### config.mk
export PLATFORM = sky130hd
export DESIGN_NAME = mem_lsu_flat
export DESIGN_NICKNAME = d
export VERILOG_FILES = /design/src/rtl/mem_lsu_if.sv /design/src/rtl/mem_lsu.sv /design/src/flat_wrapper.sv
export SDC_FILE = /design/constraint.sdc
export NUM_CORES = 1
export LEC_CHECK = 0
export CAP_MARGIN = 10
export CORE_ASPECT_RATIO = 1.75
export CORE_MARGIN = 1.5
export CORE_UTILIZATION = 35
export DETAILED_ROUTE_END_ITERATION = 12
export PLACE_DENSITY_LB_ADDON = 0.15
export SYNTH_ARGS = -nofsm -noshare
export SYNTH_HDL_FRONTEND = slang
export SYNTH_SLANG_ARGS = --single-unit
### constraint.sdc
create_clock -name clk -period 2.7 [get_ports clk]
set_input_delay 0.405 -clock clk [delete_from_list [all_inputs] [get_ports clk]]
set_output_delay 0.405 -clock clk [all_outputs]
set_load 0.03 [all_outputs]
### src/rtl/mem_lsu_if.sv
// Core-side request/response and memory-side port bundle for mem_lsu.
// master = the LSU itself, slave = the core plus data memory around it.
`timescale 1ns/1ps
interface mem_lsu_if #(
   parameter int ADDR_W = 32
);
   logic              req_valid;
   logic              req_ready;
   logic              req_store;
   logic [2:0]        req_funct3;
   logic [ADDR_W-1:0] req_addr;
   logic [31:0]       req_wdata;

   logic              rsp_valid;
   logic [31:0]       rsp_rdata;
   logic              rsp_err;

   logic              mem_we;
   logic [ADDR_W-1:0] mem_addr;
   logic [31:0]       mem_wdata;
   logic [31:0]       mem_rdata;

   modport master (
      input  req_valid, req_store, req_funct3, req_addr, req_wdata, mem_rdata,
      output req_ready, rsp_valid, rsp_rdata, rsp_err, mem_we, mem_addr, mem_wdata
   );

   modport slave (
      output req_valid, req_store, req_funct3, req_addr, req_wdata, mem_rdata,
      input  req_ready, rsp_valid, rsp_rdata, rsp_err, mem_we, mem_addr, mem_wdata
   );
endinterface

### src/rtl/mem_lsu.sv
// RV32I load/store unit driving a single-port word memory without byte enables.
// Optional LSU_MISALIGN_CHECK_EN rejects misaligned halfword/word accesses.
`timescale 1ns/1ps
module mem_lsu #(
   parameter int ADDR_W = 32
) (
   input logic    clk,
   input logic    rst_n,
   mem_lsu_if.master bus
);

   typedef enum logic [1:0] {
      IDLE,
      ACCESS,
      WRITE,
      RESP
   } state_t;

   state_t            state;
   state_t            state_next;

   logic              store_q;
   logic [2:0]        funct3_q;
   logic [1:0]        offset_q;
   logic [31:0]       wdata_q;
   logic              err_q;
   logic [31:0]       merged_q;
   logic [31:0]       rdata_q;
   logic [ADDR_W-1:0] mem_addr_q;

   logic              accept;
   logic              funct3_ok;
   logic              misaligned;
   logic              legal;
   logic              word_store;
   logic              partial_store;

   function automatic logic funct3_legal(input logic store, input logic [2:0] f3);
      logic ok;
      if (store) begin
         ok = (f3 == 3'b000) || (f3 == 3'b001) || (f3 == 3'b010);
      end else begin
         ok = (f3 != 3'b011) && (f3 != 3'b110) && (f3 != 3'b111);
      end
      return ok;
   endfunction

   function automatic logic [31:0] load_extend(input logic [31:0] word,
                                               input logic [2:0]  f3,
                                               input logic [1:0]  off);
      logic [7:0]  lane_b;
      logic [15:0] lane_h;
      logic [31:0] result;
      lane_b = word[{off, 3'b000} +: 8];
      lane_h = off[1] ? word[31:16] : word[15:0];
      case (f3)
         3'b000:  result = {{24{lane_b[7]}}, lane_b};
         3'b100:  result = {24'h000000, lane_b};
         3'b001:  result = {{16{lane_h[15]}}, lane_h};
         3'b101:  result = {16'h0000, lane_h};
         default: result = word;
      endcase
      return result;
   endfunction

   // Byte/half lanes are patched into the word just read back so WRITE can store it whole.
   function automatic logic [31:0] store_merge(input logic [31:0] word,
                                               input logic [2:0]  f3,
                                               input logic [1:0]  off,
                                               input logic [31:0] wdata);
      logic [31:0] result;
      result = word;
      if (f3[1:0] == 2'b00) begin
         result[{off, 3'b000} +: 8] = wdata[7:0];
      end else if (off[1]) begin
         result[31:16] = wdata[15:0];
      end else begin
         result[15:0] = wdata[15:0];
      end
      return result;
   endfunction

`ifdef LSU_MISALIGN_CHECK_EN
   assign misaligned = ((bus.req_funct3[1:0] == 2'b01) && bus.req_addr[0]) ||
                       ((bus.req_funct3[1:0] == 2'b10) && (bus.req_addr[1:0] != 2'b00));
`else
   assign misaligned = 1'b0;
`endif

   assign funct3_ok     = funct3_legal(bus.req_store, bus.req_funct3);
   assign legal         = funct3_ok && !misaligned;
   assign accept        = bus.req_valid && bus.req_ready;
   assign word_store    = store_q && (funct3_q[1:0] == 2'b10);
   assign partial_store = store_q && (funct3_q[1:0] != 2'b10);

   always_ff @(posedge clk or negedge rst_n) begin
      if (!rst_n) begin
         state <= IDLE;
      end else begin
         state <= state_next;
      end
   end

   always_comb begin
      state_next = state;
      case (state)
         IDLE: begin
            if (accept) begin
               state_next = legal ? ACCESS : RESP;
            end
         end
         ACCESS:  state_next = partial_store ? WRITE : RESP;
         WRITE:   state_next = RESP;
         RESP:    state_next = IDLE;
         default: state_next = IDLE;
      endcase
   end

   // mem_we is decoded from state alone so an async reset drops it without waiting for an edge.
   always_comb begin
      bus.req_ready = 1'b0;
      bus.rsp_valid = 1'b0;
      bus.rsp_err   = 1'b0;
      bus.mem_we    = 1'b0;
      bus.mem_wdata = 32'h0;
      case (state)
         IDLE: begin
            bus.req_ready = rst_n;
         end
         ACCESS: begin
            if (word_store) begin
               bus.mem_we    = 1'b1;
               bus.mem_wdata = wdata_q;
            end
         end
         WRITE: begin
            bus.mem_we    = 1'b1;
            bus.mem_wdata = merged_q;
         end
         RESP: begin
            bus.rsp_valid = 1'b1;
            bus.rsp_err   = err_q;
         end
         default: begin
            bus.mem_we = 1'b0;
         end
      endcase
   end

   assign bus.rsp_rdata = rdata_q;
   assign bus.mem_addr  = mem_addr_q;

   // Request capture; mem_addr only moves for legal requests so errors never touch the memory port.
   always_ff @(posedge clk or negedge rst_n) begin
      if (!rst_n) begin
         store_q    <= 1'b0;
         funct3_q   <= 3'b000;
         offset_q   <= 2'b00;
         wdata_q    <= 32'h0;
         err_q      <= 1'b0;
         merged_q   <= 32'h0;
         rdata_q    <= 32'h0;
         mem_addr_q <= '0;
      end else begin
         case (state)
            IDLE: begin
               if (accept) begin
                  store_q  <= bus.req_store;
                  funct3_q <= bus.req_funct3;
                  offset_q <= bus.req_addr[1:0];
                  wdata_q  <= bus.req_wdata;
                  err_q    <= !legal;
                  rdata_q  <= 32'h0;
                  if (legal) begin
                     mem_addr_q <= {bus.req_addr[ADDR_W-1:2], 2'b00};
                  end
               end
            end
            ACCESS: begin
               if (!store_q) begin
                  rdata_q <= load_extend(bus.mem_rdata, funct3_q, offset_q);
               end else begin
                  merged_q <= store_merge(bus.mem_rdata, funct3_q, offset_q, wdata_q);
               end
            end
            default: begin
               rdata_q <= rdata_q;
            end
         endcase
      end
   end

endmodule

### src/flat_wrapper.sv
// flat-port wrapper written by rule: the top's interface ports become plain ports
module mem_lsu_flat 
#(
   parameter int ADDR_W = 32
)
  (clk, rst_n, bus_req_valid, bus_req_store, bus_req_funct3, bus_req_addr, bus_req_wdata, bus_mem_rdata, bus_req_ready, bus_rsp_valid, bus_rsp_rdata, bus_rsp_err, bus_mem_we, bus_mem_addr, bus_mem_wdata);
  mem_lsu_if #(.ADDR_W(ADDR_W)) bus_i ();
  input logic clk;
  input logic rst_n;
  input wire logic [$bits(bus_i.req_valid)-1:0] bus_req_valid;
  input wire logic [$bits(bus_i.req_store)-1:0] bus_req_store;
  input wire logic [$bits(bus_i.req_funct3)-1:0] bus_req_funct3;
  input wire logic [$bits(bus_i.req_addr)-1:0] bus_req_addr;
  input wire logic [$bits(bus_i.req_wdata)-1:0] bus_req_wdata;
  input wire logic [$bits(bus_i.mem_rdata)-1:0] bus_mem_rdata;
  output wire logic [$bits(bus_i.req_ready)-1:0] bus_req_ready;
  output wire logic [$bits(bus_i.rsp_valid)-1:0] bus_rsp_valid;
  output wire logic [$bits(bus_i.rsp_rdata)-1:0] bus_rsp_rdata;
  output wire logic [$bits(bus_i.rsp_err)-1:0] bus_rsp_err;
  output wire logic [$bits(bus_i.mem_we)-1:0] bus_mem_we;
  output wire logic [$bits(bus_i.mem_addr)-1:0] bus_mem_addr;
  output wire logic [$bits(bus_i.mem_wdata)-1:0] bus_mem_wdata;
  assign bus_i.req_valid = bus_req_valid;
  assign bus_i.req_store = bus_req_store;
  assign bus_i.req_funct3 = bus_req_funct3;
  assign bus_i.req_addr = bus_req_addr;
  assign bus_i.req_wdata = bus_req_wdata;
  assign bus_i.mem_rdata = bus_mem_rdata;
  assign bus_req_ready = bus_i.req_ready;
  assign bus_rsp_valid = bus_i.rsp_valid;
  assign bus_rsp_rdata = bus_i.rsp_rdata;
  assign bus_rsp_err = bus_i.rsp_err;
  assign bus_mem_we = bus_i.mem_we;
  assign bus_mem_addr = bus_i.mem_addr;
  assign bus_mem_wdata = bus_i.mem_wdata;
  mem_lsu #(.ADDR_W(ADDR_W)) u_core (.clk(clk), .rst_n(rst_n), .bus(bus_i));
endmodule
# Word-level counts from Yosys, hierarchy flattened
# Index checks and enable logic that the tools add are counted.
dict set report classes {
  n_addsub 1
  eq_ne 15
  n_shift 3
  n_mux 21
  n_reduce_logical 17
}
# op n
set op_table {}
lappend op_table {{$mux 32} 4}
lappend op_table {{$pmux 32 s2} 2}
lappend op_table {{$pmux 32 s4} 1}
lappend op_table {{$mux 16} 3}
lappend op_table {{$bwmux 32} 1}
lappend op_table {{$shift 8x7->32 const A} 1}
lappend op_table {{$shiftx 32x6->8} 1}
lappend op_table {{$shiftx 8x7->32} 1}
lappend op_table {{$pmux 2 s4} 1}
lappend op_table {{$neg 5->7} 1}
lappend op_table {{$eq 2x2->1 const B} 3}
lappend op_table {{$eq 3x1->1 const B} 2}
lappend op_table {{$eq 3x3->1 const B} 2}
lappend op_table {{$logic_not 3->1} 2}
lappend op_table {{$mux 1} 6}
lappend op_table {{$ne 3x3->1 const B} 2}
lappend op_table {{$reduce_and 3->1} 2}
lappend op_table {{$logic_and 1x1->1} 5}
lappend op_table {{$logic_not 2->1} 2}
lappend op_table {{$mux 2} 2}
lappend op_table {{$ne 2x2->1 const B} 2}
lappend op_table {{$reduce_and 2->1} 2}
lappend op_table {{$eq 3x2->1 const B} 1}
lappend op_table {{$ne 3x2->1 const B} 1}
lappend op_table {{6 further kinds} 7}
dict set report totals {
  regBits 135
  in_bits 103
  out_inout_bits 100
  elab_cells 66
}

# Longest topological paths before layout
dict set report depth {
  word_depth 7
  mapped_depth 8
  mapped_depth_nobuf 6
}

# Least setup slack after synthesis
# Ideal clock, no wire load.
dict set report synth_timing {
  kind {reg2out}
  start {register u_core.state[1]}
  end {output bus_mem_wdata[10]}
  t_arrival_ps 1886
  t_required_ps 2295
  path_slack_ps 409
  path_stages_with_launch 8
  path_buffers 1
  cell_sequence {dfrtp_1 -> inv_1 -> ha_1 -> nand2_1 -> nor2_1 -> buf_2 -> a22oi_1 -> nor2b_1}
}
dict set report synth_between {
  elab_chain_cells 2
  elab_cells_between_ends 3
  classes_between {eq/ne: 2; mux: 1}
}
# element line_no
set synth_rtl {}
lappend synth_rtl {{start: declaration} mem_lsu.sv:19} ;# state_t state;
lappend synth_rtl {{start signal: assignment} mem_lsu.sv:100} ;# state <= state_next;
lappend synth_rtl {{$eq 2x2->1 / $eq 2x1->1 (equally long branches)} mem_lsu.sv:126} ;# case (state)
lappend synth_rtl {{$pmux 32 s2 (*)} mem_lsu.sv:126}
lappend synth_rtl {{end: declaration} flat_wrapper.sv:22} ;# output wire logic [$bits(bus_i.mem_wdata)-1:0] bus_mem_wdata;
# Every way passes the cells marked *; elsewhere a longest branch is shown, timed or not.

# Worst setup path in the final report
# Ends and elaborated chain as after synthesis.

==> flow_summary.ini <==
[pwr]
irDropWorstVdd_v = 0.000694
p_per_area_nw_per_um2 = 1270
leakagePower_nw = 4.16
total_power_mw = 13.1

[global_routing]
grt_use_total = 0.222
grt_pass1_wl_mm = 36.8
grt_overflow = 0
grt_pass1_vias = 6590
antenna_found_initial = 0
grt_max_degree = 104

[route]
drt_iter0_markers = 317
wl_per_cell_um = 20.9
drtPass1Iterations = 4
drc_errors = 0
ant_nets = 0
drt-total-wl_mm = 23.4
via_per_inst = 5.45
vias = 6101

[clock_network]
numCtsBuffers = 17
cts_tree = yes
cts.sinks = 135
root_buffer = clkbuf_16
htreeDepth = 4
clk_pin_slew_ns = 0.06
clk_latency_ns = 0.42
clock_path_buffers = 2
post_cts_buffers = 0

[sta]
finClkSkew_ns = 0.0157
worst_pin_slew_ns = 0.891
finalMaxSlewViolations = 0
finalCriticalPeriod_ns = 2.57
timing.fmax_mhz = 388
hold_viol = 0
worst_slack_ns = 0.125
timing.hold.ws_ns = 0.459
post-route-period-util = 0.954
setup_violations = 0
relSlewSlack = 0.401

[logic_synthesis]
synth-edff-count = 0
ys.flop_type = dfrtp_1
yosys_warnings = 0
syn_avg_cell_area_um2 = 10.8
synth_cell_types = 55
netlist_area_um2 = 7220
synth-async-reset-ratio = 1.00
synthCells = 670
yosysSeqAreaShare = 0.468
synth_seq_cells = 135

[floorplan]
io_pins = 203
start_util = 0.356
core_area_um2 = 20300
die_w_um = 112
die_area_um2 = 21500
die-height_um = 193
row_count = 69

[layout]
n_antenna_cell = 0
area_delta_synth_final_pct = 43.0
finish.utilization = 0.509
final_nets = 972
num-fill-cells = 1824
drive_gt1_frac = 0.198
multi_input_area_um2 = 3590
ff_latch_area_um2 = 3380
design_area_um2 = 10300

[critical_path]
cp_data_required_time_ns = 2.30
crit_type = flop to primary output
reg2regPathDepth = 6
worstPathMaxFanout = 24
reg2reg_slack_ns = 0.46
critPathArrivalTime_ns = 2.17
setup.worst_path.start_class = flop
r2r_start = u_core.offset_q[1]
r2r-end = u_core.merged_q[22]
crit_path_end_kind = primary output

[min_path]
hp-class = primary input to asynchronous set/reset pin

[placement]
port_buffers = 200
gp_congestion = 0.889
pre_cts_slack_ns = 0.415
dp_hpwl_mm = 17.6
post_dp_cell_area_um2 = 9700

[outcome]
outcome = completed

[job]
drv_cap = 0
## kinds of logic after synthesis
group | share of synthesized area
AO/OA/AOI/OAI | 0.184
AND/OR/NAND/NOR | 0.131
flip-flops | 0.468
multiplexers | 0.159
buffers and inverters | 0.0404
adder cells (fa/ha/maj) | 0.0173
other | 0.000520
## state kept, by name, summed over array words and instances, names as in the netlist
register,cells
u_core.wdata_q,32
u_core.bus.mem_addr,30
u_core.funct3_q,3
u_core.bus.rsp_rdata,32
u_core.state,2
u_core.store_q,1
u_core.offset_q,2
u_core.merged_q,32
u_core.err_q,1
## layout make-up
| type | instances | area share |
|---|---|---|
| Multi-Input combinational cell | 475 | 0.348 |
| Sequential cell | 135 | 0.327 |
| Timing Repair Buffer | 220 | 0.235 |
| Clock buffer | 17 | 0.0412 |
| Tap cell | 248 | 0.0301 |
| Clock inverter | 15 | 0.0148 |
| Inverter | 10 | 0.00364 |
## cells in the mapped netlist (3+ instances only)
master      n  area share
ha_1       10       0.017
mux2_2     45       0.070
inv_1       5      0.0026
nand2_1    54       0.028
a221oi_2    8       0.017
a22o_1      3      0.0036
buf_2      20       0.014
nor2b_1    58       0.050
inv_2       3      0.0016
nand2b_1    9      0.0078
o21ai_1    47       0.033
or3_1       7      0.0061
buf_6       3      0.0047
dfrtp_1   135        0.47
clkbuf_1   24       0.012
a22oi_1    32       0.033
a32o_1      5      0.0069
a221oi_1   25       0.030
buf_4       4      0.0042
o22ai_1     6      0.0052
mux2_1     47       0.073
nor3_1      7      0.0049
o21ai_0    37       0.026
a21oi_1    10      0.0069
nor2_1     27       0.014
## how the worst max path moves through the flow
stage / end / depth (start not counted) / start
2_1_floorplan: bus_mem_wdata[10] / 7 / u_core.state[1]
3_3_place_gp: u_core.merged_q[22] / 6 / u_core.offset_q[1]
3_5_place_dp: bus_mem_wdata[27] / 4 / u_core.state[1]
4_1_cts: bus_mem_wdata[0] / 8 / u_core.state[1]
5_1_grt: bus_mem_wdata[17] / 8 / u_core.state[1]
6_report: bus_mem_wdata[10] / 8 / u_core.state[1]
## power by group
part | leakage [nW] | internal [mW] | switching, mW
Combinational | 2.21 | 3.12 | 3.92
Clock | 0.284 | 1.36 | 0.932
Sequential | 1.66 | 2.98 | 0.763
Total | 4.16 | 7.46 | 5.61
## repair_timing
action,4_1_cts,5_1_grt
resized for setup,2,10
endpoints found under the hold margin,32,0
setup endpoints to repair,17,26
hold buffers,1,0
cloned,0,0
pin swaps,0,0
## per-stage QoR
stage               setup TNS (ns)  std cells
finish                           0       1120
global route               -0.0660       1120
CTS                              0       1120
detailed placement               0       1087
global placement                 0       1087
floorplan                        0        671
## worst max-delay path, stage by stage, from the launching register on
cell	delay [ns]
dfrtp_1	0.41
inv_1	0.17
ha_4	0.20
nand2_1	0.08
nor2_2	0.18
buf_12	0.19
a22oi_1	0.12
nor2b_1	0.23
buf_12	0.15
## layer usage
layer  track usage  routed length [µm]  part of all wire  vias to the layer above
li1              -                   -                 -                     2817
met1         0.246                8900              0.38                     2989
met2         0.403               12200              0.52                      251
met3        0.0491                1390             0.059                       44
met4         0.105                 939             0.040                        0
met5             0                   0                 0                        -
## placed cells by master, fill, tap and decap left out, drive strengths merged, types with 2 or more instances in the layout
cell,synthesis,layout
and2,3,3
a221oi,33,33
mux4,2,2
nand2b,9,9
nor3,9,9
a21oi,10,10
clkinv,2,10
a22oi,32,32
nor4,3,3
bufinv,0,2
nand2,54,54
a221o,2,2
nor2,28,28
ha,10,10
dfrtp,135,135
o21a,2,2
conb,1,2
a32o,5,5
or3,7,7
o22ai,6,6
buf,27,53
mux2,92,92
clkdlybuf4s50,0,166
o21ai,84,84
a22o,4,4
inv,8,11
clkbuf,24,17
o31ai,2,2
or2,2,2
clkinvlp,0,2
nor2b,58,58
mux2i,4,4
Note: power is estimated with default switching activity, not from simulation.
